--- config.mk ---
export PLATFORM = sky130hd
export DESIGN_NAME = usb_up_arbiter_flat
export DESIGN_NICKNAME = d
export VERILOG_FILES = /design/src/rtl/usb_up_arbiter_pkg.sv /design/src/rtl/usb_up_arbiter_if.sv /design/src/rtl/usb_up_arbiter_rr_pick.sv /design/src/rtl/usb_up_arbiter.sv /design/src/flat_wrapper.sv
export SDC_FILE = /design/constraint.sdc
export NUM_CORES = 1
export LEC_CHECK = 0
export CORE_MARGIN = 2
export CORE_UTILIZATION = 45
export DETAILED_ROUTE_END_ITERATION = 6
export GPL_TIMING_DRIVEN = 0
export MAX_ROUTING_LAYER = met4
export PLACE_DENSITY_LB_ADDON = 0.25
export SKIP_LAST_GASP = 1
export SLEW_MARGIN = 20
export SYNTH_ARGS = -nofsm -noshare
export SYNTH_HDL_FRONTEND = slang
export SYNTH_SLANG_ARGS = --single-unit
--- constraint.sdc ---
create_clock -name clk_100 -period 5.2 [get_ports clk_100]
set_input_delay 1.04 -clock clk_100 [delete_from_list [all_inputs] [get_ports clk_100]]
set_output_delay 1.04 -clock clk_100 [all_outputs]
set_load 0.005 [all_outputs]
--- src/rtl/usb_up_arbiter_pkg.sv ---
`default_nettype none
// ============================================================================
//  Module      : usb_up_pkg
//  Description : Shared constants for the FX3 upload arbiter: header layout,
//                pad word, FSM state encoding and a header builder.
//  Revision    : 1.0  initial release
// ============================================================================
package usb_up_pkg;

    // Header word layout: {magic[31:16], 7'd0, flush[8], 5'd0, chan[2:0]}
    localparam logic [15:0] c_hdr_magic     = 16'hA55A;
    localparam int          c_hdr_magic_lsb = 16;
    localparam int          c_hdr_flush_bit = 8;
    localparam int          c_hdr_chan_lsb  = 0;

    // Word appended after a short flush burst, carries pktend
    localparam logic [31:0] c_pad_word      = 32'h0000_0000;

    // Arbiter FSM encoding
    localparam logic [2:0] c_st_idle      = 3'd0;
    localparam logic [2:0] c_st_grant     = 3'd1;
    localparam logic [2:0] c_st_hdr       = 3'd2;
    localparam logic [2:0] c_st_burst     = 3'd3;
    localparam logic [2:0] c_st_flush_end = 3'd4;
    localparam logic [2:0] c_st_end       = 3'd5;

    // Build the channel header word that precedes every burst
    function automatic logic [31:0] make_header(input logic flush, input logic [2:0] chan);
        logic [31:0] hdr;
        hdr                              = '0;
        hdr[c_hdr_magic_lsb +: 16]       = c_hdr_magic;
        hdr[c_hdr_flush_bit]             = flush;
        hdr[c_hdr_chan_lsb +: 3]         = chan;
        return hdr;
    endfunction

endpackage
`default_nettype wire

--- src/rtl/usb_up_arbiter_if.sv ---
`default_nettype none
// ============================================================================
//  Module      : usb_up_arbiter_if
//  Description : Source-FIFO side and slave-FIFO controller side signals of
//                the upload arbiter. master = arbiter, slave = environment.
//  Revision    : 1.0  initial release
// ============================================================================
interface usb_up_arbiter_if #(
    parameter int NUM_SRC = 4,
    parameter int DW      = 32
);
    logic [NUM_SRC-1:0]    src_valid;
    logic [NUM_SRC-1:0]    src_level_ok;
    logic [NUM_SRC*DW-1:0] src_data;
    logic [NUM_SRC-1:0]    src_rden;
    logic                  up_ready;
    logic                  out_valid;
    logic [DW-1:0]         out_data;
    logic                  out_pktend;
    logic [2:0]            out_chan;

    modport master (
        input  src_valid, src_level_ok, src_data, up_ready,
        output src_rden, out_valid, out_data, out_pktend, out_chan
    );

    modport slave (
        output src_valid, src_level_ok, src_data, up_ready,
        input  src_rden, out_valid, out_data, out_pktend, out_chan
    );
endinterface
`default_nettype wire

--- src/rtl/usb_up_arbiter_rr_pick.sv ---
`default_nettype none
// ============================================================================
//  Module      : rr_pick
//  Description : Combinational circular priority encoder. Returns the first
//                set request at or after ptr, wrapping at NUM_SRC.
//  Revision    : 1.0  initial release
// ============================================================================
module rr_pick #(
    parameter int NUM_SRC = 4
) (
    input  wire logic [NUM_SRC-1:0] req,
    input  wire logic [2:0]         ptr,
    output logic      [2:0]         idx,
    output logic                    found
);

    logic [2*NUM_SRC-1:0] w_dbl;
    logic [NUM_SRC-1:0]   w_rot;
    logic [3:0]           w_sum;

    // Rotate the request vector so ptr lands on bit 0, then take the lowest set bit
    always_comb begin
        w_dbl = {req, req};
        w_rot = NUM_SRC'(w_dbl >> ptr);
        idx   = 3'd0;
        found = 1'b0;
        w_sum = 4'd0;
        for (int k = 0; k < NUM_SRC; k++) begin
            if (!found && w_rot[k]) begin
                found = 1'b1;
                w_sum = {1'b0, ptr} + 4'(k);
                if (w_sum >= 4'(NUM_SRC)) begin
                    w_sum = w_sum - 4'(NUM_SRC);
                end
                idx = w_sum[2:0];
            end
        end
    end

endmodule
`default_nettype wire

--- src/rtl/usb_up_arbiter.sv ---
`default_nettype none
// ============================================================================
//  Module      : usb_up_arbiter
//  Description : Round-robin burst arbiter sharing the FX3 EP2 upload stream
//                among NUM_SRC show-ahead FIFOs. Each burst is prefixed by a
//                channel header; stale partial data is flushed as a short
//                packet terminated by a pad word with pktend.
//  Revision    : 1.0  initial release
// ============================================================================
module usb_up_arbiter
    import usb_up_pkg::*;
#(
    parameter int NUM_SRC     = 4,
    parameter int DW          = 32,
    parameter int BURST_WORDS = 4096,
    parameter int TIMEOUT     = 1024
) (
    input  wire logic         clk_100,
    input  wire logic         reset_,
    input  wire logic         en,
    usb_up_arbiter_if.master  bus,
    output logic              busy,
    output logic              burst_done,
    output logic [15:0]       burst_count
);

    localparam int WCW = $clog2(BURST_WORDS + 1);
    localparam int ICW = $clog2(TIMEOUT + 1);

    logic [2:0]         r_state;
    logic [2:0]         r_chan;
    logic [2:0]         r_rr_ptr;
    logic               r_flush;
    logic [WCW-1:0]     r_word_cnt;
    logic [ICW-1:0]     r_idle_cnt;
    logic [15:0]        r_burst_count;

    logic               w_lvl_any;
    logic [2:0]         w_lvl_idx;
    logic               w_vld_any;
    logic [2:0]         w_vld_idx;
    logic               w_cur_valid;
    logic [DW-1:0]      w_cur_data;
    logic               w_timeout_hit;
    logic               w_last_word;
    logic               w_xfer;
    logic               w_out_valid;
    logic [DW-1:0]      w_out_data;
    logic               w_out_pktend;
    logic [NUM_SRC-1:0] w_rden;

    rr_pick #(.NUM_SRC(NUM_SRC)) u_pick_lvl (
        .req   (bus.src_level_ok),
        .ptr   (r_rr_ptr),
        .idx   (w_lvl_idx),
        .found (w_lvl_any)
    );

    rr_pick #(.NUM_SRC(NUM_SRC)) u_pick_vld (
        .req   (bus.src_valid),
        .ptr   (r_rr_ptr),
        .idx   (w_vld_idx),
        .found (w_vld_any)
    );

    // Select the granted source's show-ahead head word and valid
    always_comb begin
        w_cur_valid = 1'b0;
        w_cur_data  = '0;
        for (int i = 0; i < NUM_SRC; i++) begin
            if (r_chan == 3'(i)) begin
                w_cur_valid = bus.src_valid[i];
                w_cur_data  = bus.src_data[i*DW +: DW];
            end
        end
    end

    assign w_timeout_hit = (r_idle_cnt == ICW'(TIMEOUT - 1));
    assign w_last_word   = (r_word_cnt == WCW'(BURST_WORDS - 1));

    // Output word mux: header, FIFO data or pad depending on phase
    always_comb begin
        w_out_valid  = 1'b0;
        w_out_data   = '0;
        w_out_pktend = 1'b0;
        case (r_state)
            c_st_hdr: begin
                w_out_valid = 1'b1;
                w_out_data  = DW'(make_header(r_flush, r_chan));
            end
            c_st_burst: begin
                w_out_valid = w_cur_valid;
                w_out_data  = w_cur_data;
            end
            c_st_flush_end: begin
                w_out_valid  = 1'b1;
                w_out_data   = DW'(c_pad_word);
                w_out_pktend = 1'b1;
            end
            default: begin
                w_out_valid = 1'b0;
            end
        endcase
    end

    assign w_xfer = w_out_valid && bus.up_ready;

    // Zero-latency read strobe: pops the granted FIFO on each accepted data word
    always_comb begin
        w_rden = '0;
        for (int i = 0; i < NUM_SRC; i++) begin
            w_rden[i] = (r_state == c_st_burst) && w_xfer && (r_chan == 3'(i));
        end
    end

    assign bus.src_rden   = w_rden;
    assign bus.out_valid  = w_out_valid;
    assign bus.out_data   = w_out_data;
    assign bus.out_pktend = w_out_pktend;
    assign bus.out_chan   = r_chan;
    assign busy           = (r_state != c_st_idle);
    assign burst_done     = (r_state == c_st_end);
    assign burst_count    = r_burst_count;

    // Arbitration FSM, burst word counter and starvation timer
    always_ff @(posedge clk_100 or negedge reset_) begin
        if (!reset_) begin
            r_state       <= c_st_idle;
            r_chan        <= 3'd0;
            r_rr_ptr      <= 3'd0;
            r_flush       <= 1'b0;
            r_word_cnt    <= '0;
            r_idle_cnt    <= '0;
            r_burst_count <= 16'd0;
        end else begin
            case (r_state)
                c_st_idle: begin
                    // Timer only runs while partial data waits with nobody full
                    if (!w_lvl_any && w_vld_any) begin
                        if (!w_timeout_hit) begin
                            r_idle_cnt <= r_idle_cnt + ICW'(1);
                        end
                    end else begin
                        r_idle_cnt <= '0;
                    end
                    if (en) begin
                        if (w_lvl_any) begin
                            r_chan     <= w_lvl_idx;
                            r_flush    <= 1'b0;
                            r_idle_cnt <= '0;
                            r_state    <= c_st_grant;
                        end else if (w_vld_any && w_timeout_hit) begin
                            r_chan     <= w_vld_idx;
                            r_flush    <= 1'b1;
                            r_idle_cnt <= '0;
                            r_state    <= c_st_grant;
                        end
                    end
                end
                c_st_grant: begin
                    r_state <= c_st_hdr;
                end
                c_st_hdr: begin
                    if (bus.up_ready) begin
                        r_word_cnt <= '0;
                        r_state    <= c_st_burst;
                    end
                end
                c_st_burst: begin
                    if (w_xfer) begin
                        r_word_cnt <= r_word_cnt + WCW'(1);
                        if (w_last_word) begin
                            r_state <= c_st_end;
                        end
                    end else if (r_flush && !w_cur_valid && (r_word_cnt != '0)) begin
                        // Source ran dry before a full burst: close the short packet
                        r_state <= c_st_flush_end;
                    end
                end
                c_st_flush_end: begin
                    if (bus.up_ready) begin
                        r_state <= c_st_end;
                    end
                end
                c_st_end: begin
                    r_burst_count <= r_burst_count + 16'd1;
                    r_rr_ptr      <= (r_chan == 3'(NUM_SRC - 1)) ? 3'd0 : r_chan + 3'd1;
                    r_state       <= c_st_idle;
                end
                default: begin
                    r_state <= c_st_idle;
                end
            endcase
        end
    end

endmodule
`default_nettype wire

--- src/flat_wrapper.sv ---
// flat-port wrapper written by rule: the top's interface ports become plain ports
module usb_up_arbiter_flat import usb_up_pkg::*;
#(
    parameter int NUM_SRC     = 4,
    parameter int DW          = 32,
    parameter int BURST_WORDS = 4096,
    parameter int TIMEOUT     = 1024
)
  (clk_100, reset_, en, busy, burst_done, burst_count, bus_src_valid, bus_src_level_ok, bus_src_data, bus_up_ready, bus_src_rden, bus_out_valid, bus_out_data, bus_out_pktend, bus_out_chan);
  usb_up_arbiter_if #(.NUM_SRC(NUM_SRC), .DW(DW)) bus_i ();
  input  wire logic clk_100;
  input  wire logic reset_;
  input  wire logic en;
  output logic busy;
  output logic burst_done;
  output logic [15:0] burst_count;
  input wire logic [$bits(bus_i.src_valid)-1:0] bus_src_valid;
  input wire logic [$bits(bus_i.src_level_ok)-1:0] bus_src_level_ok;
  input wire logic [$bits(bus_i.src_data)-1:0] bus_src_data;
  input wire logic [$bits(bus_i.up_ready)-1:0] bus_up_ready;
  output wire logic [$bits(bus_i.src_rden)-1:0] bus_src_rden;
  output wire logic [$bits(bus_i.out_valid)-1:0] bus_out_valid;
  output wire logic [$bits(bus_i.out_data)-1:0] bus_out_data;
  output wire logic [$bits(bus_i.out_pktend)-1:0] bus_out_pktend;
  output wire logic [$bits(bus_i.out_chan)-1:0] bus_out_chan;
  assign bus_i.src_valid = bus_src_valid;
  assign bus_i.src_level_ok = bus_src_level_ok;
  assign bus_i.src_data = bus_src_data;
  assign bus_i.up_ready = bus_up_ready;
  assign bus_src_rden = bus_i.src_rden;
  assign bus_out_valid = bus_i.out_valid;
  assign bus_out_data = bus_i.out_data;
  assign bus_out_pktend = bus_i.out_pktend;
  assign bus_out_chan = bus_i.out_chan;
  usb_up_arbiter #(.NUM_SRC(NUM_SRC), .DW(DW), .BURST_WORDS(BURST_WORDS), .TIMEOUT(TIMEOUT)) u_core (.clk_100(clk_100), .reset_(reset_), .en(en), .bus(bus_i), .busy(busy), .burst_done(burst_done), .burst_count(burst_count));
endmodule
==> metrics.cfg, run 1 <==
[logic_synthesis]
ys_types = 61
ys_warn_count = 0
async_flop_share_pct = 100
synthFlopType = dfrtp_1
ys_ff_latch = 50
syn_inst = 533
yosysSeqAreaShare_pct = 30.6
synth_edf_count = 0
syn_nets = 682
synth_area_sq_um = 4090
syn_area_per_cell_sq_um = 7.66

[clocking]
insertion_delay_ns = 0.32
cts_buffer_depth = 2
root_buffer = clkbuf_8
htree_num_levels = 2
cts-buffers-inserted = 5
post_cts_buffers = 0
cts_resized = 0
cts_tree = yes
path_clk_slew_ns = 0.10
cts_hold_buffers = 0
cts_sinks = 50

[cells_and_area]
nets = 888
drive_above_1_share_pct = 4.32
post-route-util_pct = 72.0
num_antenna_cells = 0
post-route-cell-area_sq_um = 6310
area_delta_synth_final_pct = 54.5

[floorplan]
die_area_sq_um = 9860
fp-row-count = 34
core_sq_um = 8760
die_y_um = 99.3
io_pins = 199
fp.dieW_um = 99.3
initial_core_util_pct = 46.6

[pwr]
p_clk_share_pct = 9.5
ir_drop_mv = 0.209
p_seq_share_pct = 19.1
p_per_area_nw_per_um2 = 401
combinationalPowerShare_pct = 71.3
p_sw_mw = 1.17
p_leak_nw = 2.51
netSwitchingFraction_pct = 46.0
internal_power_mw = 1.37

[global_route]
grt_max_degree = 34
antenna_found_initial = 0
grt_pass1_wl_um = 22600
grt_pass1_vias = 4849
track_usage_pct = 28.7
grt-ovfl-total = 0

[setup_path]
crit_path_end_kind = output port
critPathRequiredTime_ns = 4.16
worstPathMaxFanout = 9
arrival_ns = 3.42
critPathKind = primary input to output port
cp-start-kind = primary input

[timing]
fin_crit_ns = 4.46
setup_ws_ns = 0.740
setup_viol = 0
worstMarginPinSlew_ns = 1.01
rsz0062_at_grt = false
period_share_pct = 85.8
finalMaxSlewViolations = 0
setup_tns_ns = 0
fmax_mhz = 224
max_slew_margin_pct = 32.4
fin_skew_ns = 0.0129
finalHoldViolCount = 0
holdWs_ns = 0.479

[placed_design]
dpl_worst_slack_ns = 0.804
place.gp.congestion = 1.01
numPortBuffers = 198
dp_hpwl_um = 11500
postPlaceCellArea_sq_um = 6220

[drt]
dr.first_iter.drc_count = 286
drt_first_pass_iters = 5
vias = 4954
drc_errors = 0
wl_um = 14300
vias_per_cell = 5.84
antenna_left = 0
wl_per_cell_um = 16.9

[worst_hold_path]
hold_path_class = flop to flop

[outcome]
status = finished clean

[job]
max_cap_viol_count = 0

==> worst max-delay path: stages <==
cell,delay (ns)
clkdlybuf4s50_1,0.56
inv_1,0.11
a221oi_2,0.39
nand4_1,0.41
nor3b_1,0.34
clkdlybuf4s50_1,0.56
==> layer usage <==
layer  share of wire [%]  global-route usage, %
met4                 2.2                   9.38
met1                  40                   35.4
met2                  51                   49.5
met3                 6.8                   3.02
met5                   0                      -
==> state kept, by name, indices dropped and copies added (netlist names) <==
name	cells
u_core.r_word_cnt	13
u_core.r_rr_ptr	3
u_core.r_idle_cnt	11
u_core.burst_count	16
u_core.bus.out_chan	3
u_core.r_state	3
u_core.r_flush	1
==> placed cells by master (no fill, tap or decap), types with 4 or more instances in the layout <==
master           instances
inv_1                   13
nor3b_1                  4
nand3b_1                 6
xor2_1                  13
nand2b_1                 8
ha_1                     9
clkbuf_8                 5
xnor2_1                 14
and3_1                   6
nor2b_1                  5
o31ai_1                  5
dfrtp_1                 50
nand2_1                 33
clkdlybuf4s50_1        197
nor2_1                  85
mux2i_1                  4
nand3_1                 23
a31oi_1                  8
nor3_1                  27
a221oi_1                31
o21ai_0                 44
a21oi_1                 45
clkbuf_1                30
nand4_1                  6
==> synth_stat cells, types with 3 or more instances <==
cell       n  area [sq um]
nor2_1    85           319
o311ai_0   3          26.3
mux2i_1    4          40.0
mux2_2     3          33.8
a31oi_1    8          50.1
nor3_1    27           135
dfrtp_1   50          1250
nand2_1   33           124
clkbuf_1  30           113
a21boi_0   3          22.5
nand3_1   23           115
o21ai_0   44           220
nand2b_1   8          50.1
xor2_1    13           114
a221oi_2   3          45.0
ha_1       9           113
and3_1     6          37.5
a21oi_1   45           225
nand4_1    6          37.5
nor3b_1    4          30.0
o31ai_1    5          37.5
a221oi_1  31           272
nor4_1     3          18.8
nor2b_1    5          31.3
inv_1     13          48.8
nand3b_1   6          45.0
and4_1     3          26.3
xnor2_1   14           123
or3_1      3          18.8
==> final cells by class <==
type,count,area [sq um]
Inverter,15,56.3
Multi-Input combinational cell,431,2620
Tap cell,108,135
Timing Repair Buffer,199,2000
Sequential cell,50,1250
Clock buffer,5,68.8
Clock inverter,3,26.3
Fill cell,678,2450
Buffer,37,154
==> logic make-up (layout without fill, tap and decap cells) <==
logic type	count (synthesis)	after routing	synth area share (%)
DFF	50	50	30.6
and+or+nand+nor	222	222	26.6
AOI/OAI and AO/OA	165	165	26.9
buffers and inverters	52	259	5.15
adders and majority gates	9	9	2.76
muxes	8	8	2.17
xor gates and xnor gates	27	27	5.79
==> final timing paths <==
path,startpoint,to,slack [ns],depth (start not counted)
worst min register to register,u_core.burst_count[15]$_DFFE_PN0P_,u_core.burst_count[15]$_DFFE_PN0P_,0.48,1
min in group asynchronous,reset_,u_core.r_rr_ptr[2]$_DFFE_PN0P_,0.65,1
worst max register to register,u_core.bus.out_chan[1]$_DFFE_PN0P_,u_core.r_word_cnt[12]$_DFFE_PN0P_,2.43,8
worst min-delay path,u_core.burst_count[15]$_DFFE_PN0P_,u_core.burst_count[15]$_DFFE_PN0P_,0.48,1
max in group asynchronous,reset_,u_core.burst_count[4]$_DFFE_PN0P_,4.04,2
worst max-delay path,bus_src_valid[3],bus_src_rden[1],0.74,6
==> through the flow <==
stage / cells / power [mW]
detailed placement: 840 / 2.27
CTS: 848 / 2.52
global route: 848 / 2.73
floorplan: 533 / 1.52
global placement: 839 / 2.21
finish: 848 / 2.53
==> power groups by stage <==
stage               Clock [mW]  Combinational, mW  Sequential, mW
global route             0.260               1.98           0.491
floorplan                    0               1.05           0.477
CTS                      0.246               1.79           0.485
finish                   0.241               1.81           0.485
detailed placement           0               1.78           0.492
global placement             0               1.72           0.490
(Power assumes the default switching activity.)
==> inputs of run 2 (changes only) <==
CORE_UTILIZATION = 40   (was 45)
==> run 2 against run 1 <==
Total power shrank 0.17%. Critical endpoint unchanged. Combinational power is essentially flat. First-iteration DRC count up 18%. Worst hold slack better by 0.0052 ns. Clock skew decreased by 0.0069 ns.
==> metrics.cfg, run 2 (synthesis results as in run 1) <==
[outcome]
status = finished clean

[drt]
wl_per_cell_um = 16.9  ; +0.39%
drc_errors = 0  ; unchanged
wl_met2_um = 7630  ; +4.5%
drt_first_pass_iters = 5  ; unchanged
highest_layer = met4
antenna_left = 0  ; unchanged
wl_um = 14800  ; +3.3%
dr.first_iter.drc_count = 338  ; +18%
vias_per_cell = 5.67  ; -2.9%
vias = 4954  ; unchanged
dr_wl_met3_um = 887  ; -9.3%
wl_met1_um = 6100  ; +7.2%

[floorplan]
die_area_sq_um = 11000  ; +12%
initial_core_util_pct = 41.4  ; -5.2 points
core_sq_um = 9860  ; +13%
fp-row-count = 36  ; +5.9%
io_pins = 199  ; unchanged
die_y_um = 105  ; +5.8%
fp.dieW_um = 105  ; +5.8%

[clocking]
insertion_delay_ns = 0.30  ; -0.02 ns
cts_sinks = 50  ; unchanged
cts-buffers-inserted = 5  ; unchanged
post_cts_buffers = 0  ; unchanged
root_buffer = clkbuf_8
cts_tree = yes
cts_resized = 0  ; unchanged
path_clk_slew_ns = 0.09  ; about the same
htree_num_levels = 2  ; unchanged
cts_buffer_depth = 2  ; unchanged
cts_hold_buffers = 0  ; unchanged

[pwr]
p_leak_nw = 2.51  ; -0.20%
p_clk_share_pct = 8.8  ; -0.7 points
combinationalPowerShare_pct = 71.9  ; +0.6 points
p_sw_mw = 1.17  ; about the same
internal_power_mw = 1.36  ; -0.34%
ir_drop_mv = 0.194  ; -7.1%
p_per_area_nw_per_um2 = 399  ; -0.59%
netSwitchingFraction_pct = 46.1  ; +0.093 points
p_seq_share_pct = 19.2  ; about the same

[job]
max_cap_viol_count = 0  ; unchanged

[setup_path]
cp-start-kind = primary input
critPathLaunch = bus_src_valid[3]
critPathRequiredTime_ns = 4.16  ; about the same
worstPathMaxFanout = 9  ; unchanged
arrival_ns = 3.48  ; +0.06 ns
crit_path_end_kind = output port
critPathKind = primary input to output port
r2r_start = u_core.bus.out_chan[0]$_DFFE_PN0P_

[global_route]
antenna_found_initial = 0  ; unchanged
grt_pass1_vias = 4821  ; -0.58%
grt-ovfl-total = 0  ; unchanged
grt_max_degree = 33  ; -2.9%
track_usage_pct = 26.5  ; -2.2 points
grt_pass1_wl_um = 23400  ; +3.6%

[cells_and_area]
mostFrequentLayoutCells = 197 x clkdlybuf4s50_1, 85 x nor2_1, 50 x dfrtp_1, 45 x a21oi_1, 44 x o21ai_0
fillers = 886  ; +31%
num_antenna_cells = 0  ; unchanged
largest_reg_flops = 16  ; unchanged
final_common_cell = clkdlybuf4s50_1
area_delta_synth_final_pct = 55.2
post-route-util_pct = 64.3  ; -7.8 points
drive_above_1_share_pct = 4.32  ; unchanged
nets = 888  ; unchanged

[worst_hold_path]
hp-start = u_core.burst_count[15]$_DFFE_PN0P_
hold_path_class = flop to flop

[timing]
finalMaxSlewViolations = 0  ; unchanged
rsz0062_at_grt = false
setup_viol = 0  ; unchanged
setup_tns_ns = 0  ; unchanged
worstMarginPinSlew_ns = 1.07  ; +0.0622 ns
fmax_mhz = 221  ; -1.3%
setup_ws_ns = 0.680  ; -0.0599 ns
period_share_pct = 86.9  ; +1.2 points
fin_crit_ns = 4.52  ; +0.0599 ns
max_slew_margin_pct = 28.2  ; -4.2 points
finalHoldViolCount = 0  ; unchanged
fin_skew_ns = 0.00607  ; -0.00687 ns

[placed_design]
numPortBuffers = 198  ; unchanged
dp_hpwl_um = 12000  ; +4.3%
place.gp.congestion = 0.992  ; -1.9%
dpl_worst_slack_ns = 0.738  ; -0.0656 ns

==> run 2: path summary, 6_finish.rpt <==
kind	cells past startpoint	endpoint	slack (ns)
worst max register to register	8	u_core.r_word_cnt[12]$_DFFE_PN0P_	2.34
worst min register to register	1	u_core.burst_count[15]$_DFFE_PN0P_	0.48
worst max-delay path	6	bus_src_rden[1]	0.68
max in group asynchronous	2	u_core.r_word_cnt[0]$_DFFE_PN0P_	3.99
worst min-delay path	1	u_core.burst_count[15]$_DFFE_PN0P_	0.48
min in group asynchronous	1	u_core.r_idle_cnt[5]$_DFFE_PN0P_	0.68
==> run 2: cell type report <==
cell class | count | area, sq um | share of cell area [%]
plain buffers | 37 | 154 | 2.43
clock buffers | 5 | 68.8 | 1.09
clock inverters | 3 | 21.3 | 0.336
inverters | 15 | 56.3 | 0.888
multi-input cells | 431 | 2620 | 41.4
flip-flops and latches | 50 | 1250 | 19.7
well taps | 133 | 166 | 2.63
repair buffers | 199 | 2000 | 31.5
==> run 2: stage by stage <==
stage               std cells  total power, mW  area (sq um)  hold slack (ns)
floorplan                 533             1.52          4090            0.468
global placement          864             2.24          6230            0.461
detailed placement        865             2.28          6250            0.471
CTS                       873             2.52          6340            0.484
global route              873             2.73          6340            0.501
finish                    873             2.53          6340            0.484
==> run 2: power groups by stage <==
stage | Sequential [mW] | Clock, mW | Combinational [mW]
finish | 0.486 | 0.223 | 1.82
global route | 0.492 | 0.247 | 1.99
CTS | 0.485 | 0.231 | 1.80
detailed placement | 0.492 | 0 | 1.79
global placement | 0.489 | 0 | 1.75
floorplan | 0.477 | 0 | 1.05
==> run 2: layer usage <==
metal / up-vias / GRT usage, %
met5: - / -
met4: 0 / 4.38
met3: 16 / 3.99
met2: 201 / 47.2
met1: 2378 / 32.2
li1: 2359 / -
==> run 2: worst max-delay path, cell delays in order <==
cell and delay [ns]:
clkdlybuf4s50_1 0.57, inv_1 0.11, a221oi_2 0.41, nand4_1 0.47
nor3b_1 0.32, clkdlybuf4s50_1 0.57
==> inputs of run 3 (changes only) <==
ABC_AREA = 1   (was unset)
PLACE_DENSITY = 0.77   (was unset)
PLACE_DENSITY_LB_ADDON = unset   (was 0.25)
==> run 3 against run 2 <==
Synthesized cell count is 23% higher. Sequential power up 7.6%. Worst hold slack got worse by 0.012 ns. Fmax grew 4.4%. Core utilization fell by 2.2 points. Clock skew is 0.0039 ns higher. Die area increased by 8.9%. Critical path type is now flop to output port.
==> metrics.cfg, run 3 <==
[outcome]
status = finished clean

[clocking]
htree_num_levels = 2  ; unchanged
cts_sinks = 50  ; unchanged
cts-buffers-inserted = 5  ; unchanged
post_cts_buffers = 0  ; unchanged
root_buffer = clkbuf_8
cts_hold_buffers = 0  ; unchanged
insertion_delay_ns = 0.31  ; about the same
cts_buffer_depth = 2  ; unchanged
path_clk_slew_ns = 0.09  ; about the same
cts_resized = 0  ; unchanged
cts_tree = yes

[drt]
drt_first_pass_iters = 5  ; unchanged
wl_per_cell_um = 16.2  ; -4.0%
drc_errors = 0  ; unchanged
vias = 5279  ; +6.6%
antenna_left = 0  ; unchanged
dr.first_iter.drc_count = 443  ; +31%
wl_um = 16300  ; +10%
vias_per_cell = 5.27  ; -7.1%

[timing]
setup_tns_ns = 0  ; unchanged
setup_ws_ns = 0.872  ; +0.192 ns
rsz0062_at_grt = false
finalMaxSlewViolations = 0  ; unchanged
worstMarginPinSlew_ns = 0.648  ; -0.420 ns
holdWs_ns = 0.473  ; -0.0116 ns
fmax_mhz = 231  ; +4.4%
fin_skew_ns = 0.00994  ; +0.00387 ns
max_slew_margin_pct = 56.8  ; +29 points
fin_crit_ns = 4.33  ; -0.192 ns
period_share_pct = 83.2  ; -3.7 points
finalHoldViolCount = 0  ; unchanged
setup_viol = 0  ; unchanged

[logic_synthesis]
synthFlopType = dfrtp_1
netlist_top_cells_count = 159 x nand2_1, 65 x o21ai_0, 54 x inv_1
synth.area.top_cells = dfrtp_1 28%, nand2_1 13%, o21ai_0 7.3%
synth_simple_gate_area_share_pct = 33.6  ; +7.0 points
ys_ff_latch = 50  ; unchanged
synth_adder_area_share_pct = 2.52  ; -0.23 points
yosysSeqAreaShare_pct = 28.0  ; -2.6 points
async_flop_share_pct = 100  ; unchanged
ys_warn_count = 0  ; unchanged
synth_xor_area_share_pct = 5.50  ; -0.29 points
netlist.area_leader.share_pct = 28.0  ; -2.6 points
synthMostInstantiatedCell = nand2_1
synth_top_family_by_area = simple AND/OR/NAND/NOR gates
synth_area_sq_um = 4460  ; +9.2%
syn_area_per_cell_sq_um = 6.80  ; -11%
syn_inst = 656  ; +23%
synth-compound-area-share_pct = 21.7  ; -5.2 points
synth_top_area_cell = dfrtp_1
synth_edf_count = 0  ; unchanged
syn_nets = 805  ; +18%
ys_types = 38  ; -38%
synthMuxAreaShare_pct = 0  ; -2.2 points

[setup_path]
cp-start-kind = flop
worst_path_most_repeated_cell = inv_1
cpLargestDelayFamily = buffers and inverters
worst-path-buf-inv = 5  ; +2
ff2ff_path_depth = 14  ; +6
worstPathMaxFanout = 10  ; +1
crit_path_end_kind = output port
timing.rr.end = u_core.r_word_cnt[5]$_DFFE_PN0P_
crit_cells = 12  ; +6
slowest_stage = clkdlybuf4s50_1
critPathRequiredTime_ns = 4.16  ; about the same
arrival_ns = 3.29  ; -0.19 ns
critPathMaxStageDelay_ns = 0.57  ; about the same
reg2reg_slack_ns = 2.85  ; +0.51 ns
critPathKind = flop to output port
r2r_start = u_core.bus.out_chan[1]$_DFFE_PN0P_
worstPathCellList = inv_1 -> ha_1 -> inv_1 -> nor2_1 -> nand2_1 -> inv_1 -> clkbuf_1 -> a22oi_1 -> o211ai_1 -> o21ai_0 -> o21ai_0 -> clkdlybuf4s50_1

[floorplan]
fp.dieW_um = 110  ; +4.3%
die_area_sq_um = 12000  ; +8.9%
core_sq_um = 10800  ; +9.9%
fp-row-count = 38  ; +5.6%
die_y_um = 110  ; +4.3%
initial_core_util_pct = 41.2  ; -0.25 points
io_pins = 199  ; unchanged

[worst_hold_path]
hp-start = u_core.burst_count[15]$_DFFE_PN0P_
whs_endpoint = u_core.burst_count[15]$_DFFE_PN0P_
whs_path_depth = 1  ; unchanged
hold_path_class = flop to flop

[placed_design]
numPortBuffers = 198  ; unchanged
dp_hpwl_um = 13100  ; +9.6%
place.gp.congestion = 0.982  ; -0.94%
dpl_worst_slack_ns = 1.10  ; +0.363 ns

[pwr]
p_per_area_nw_per_um2 = 382  ; -4.2%
p_leak_nw = 2.95  ; +17%
ir_drop_mv = 0.180  ; -7.1%

[cells_and_area]
final_common_cell = clkdlybuf4s50_1
area_delta_synth_final_pct = 50.8
mostFrequentLayoutCells = 197 x clkdlybuf4s50_1, 159 x nand2_1, 65 x o21ai_0, 54 x inv_1, 50 x dfrtp_1
drive_above_1_share_pct = 8.71  ; +4.4 points
nets = 1010  ; +14%
num_antenna_cells = 0  ; unchanged
largest_reg_flops = 16  ; unchanged

[global_route]
track_usage_pct = 26.7  ; +0.22 points
use_met1_pct = 34.2  ; +2.0 points
grtUsageMet2_pct = 43.7  ; -3.5 points
antenna_found_initial = 0  ; unchanged
grt_pass1_wl_um = 24600  ; +5.1%
grt_pass1_vias = 4984  ; +3.4%
busiest_layer = met2
grt-ovfl-total = 0  ; unchanged
grt_util_met3_pct = 3.85  ; -0.14 points
grt_max_degree = 51  ; +55%

[job]
max_cap_viol_count = 0  ; unchanged

run 3: stage by stage:
| step | instance area [sq um] | std cells | util [%] | power (mW) |
|---|---|---|---|---|
| final | 6730 | 1001 | 62.1 | 2.57 |
| after global routing | 6730 | 1001 | 62.1 | 2.80 |
| after CTS | 6730 | 1001 | 62.1 | 2.57 |
| after detailed placement | 6620 | 994 | 61.0 | 2.28 |
| after global placement | 6620 | 994 | 61.1 | 2.23 |
| after floorplan | 4460 | 656 | - | 1.61 |
run 3: cell type report:
class                           count  area, sq um
Clock buffer                        6         82.6
Timing Repair Buffer              198         1980
Clock inverter                      1         30.0
Inverter                           63          236
Tap cell                          140          175
Buffer                             29          149
Fill cell                         975         4110
Sequential cell                    50         1250
Multi-Input combinational cell    514         2830
run 3: worst max path at each step:
stage | start | end | slack (ns)
2_1_floorplan | u_core.bus.out_chan[0]$_DFFE_PN0P_ | bus_out_data[29] | 2.42
3_3_place_gp | bus_src_valid[0] | bus_src_rden[0] | 1.10
3_5_place_dp | bus_src_valid[1] | bus_src_rden[0] | 1.10
4_1_cts | u_core.bus.out_chan[0]$_DFFE_PN0P_ | bus_out_data[29] | 0.85
5_1_grt | u_core.bus.out_chan[1]$_DFFE_PN0P_ | bus_out_data[20] | 0.59
6_report | u_core.bus.out_chan[0]$_DFFE_PN0P_ | bus_out_data[29] | 0.87
run 3: cell families after synthesis:
group           Yosys count
simple gates            315
compound gates          162
buf+inv                  92
flops                    50
xor+xnor                 28
fa+ha+maj                 9
run 3: report_power, final:
part	switching (mW)	internal (mW)	total [mW]	leakage, nW
sequential	0.0814	0.442	0.523	0.685
combinational	1.02	0.743	1.76	2.21
clock	0.133	0.154	0.287	0.0573
run 3: routing by layer:
layer | part of all wire (%) | wire length [um]
met1 | 41 | 6710
met2 | 49 | 7950
met3 | 7.5 | 1220
met4 | 2.3 | 382
met5 | 0 | 0
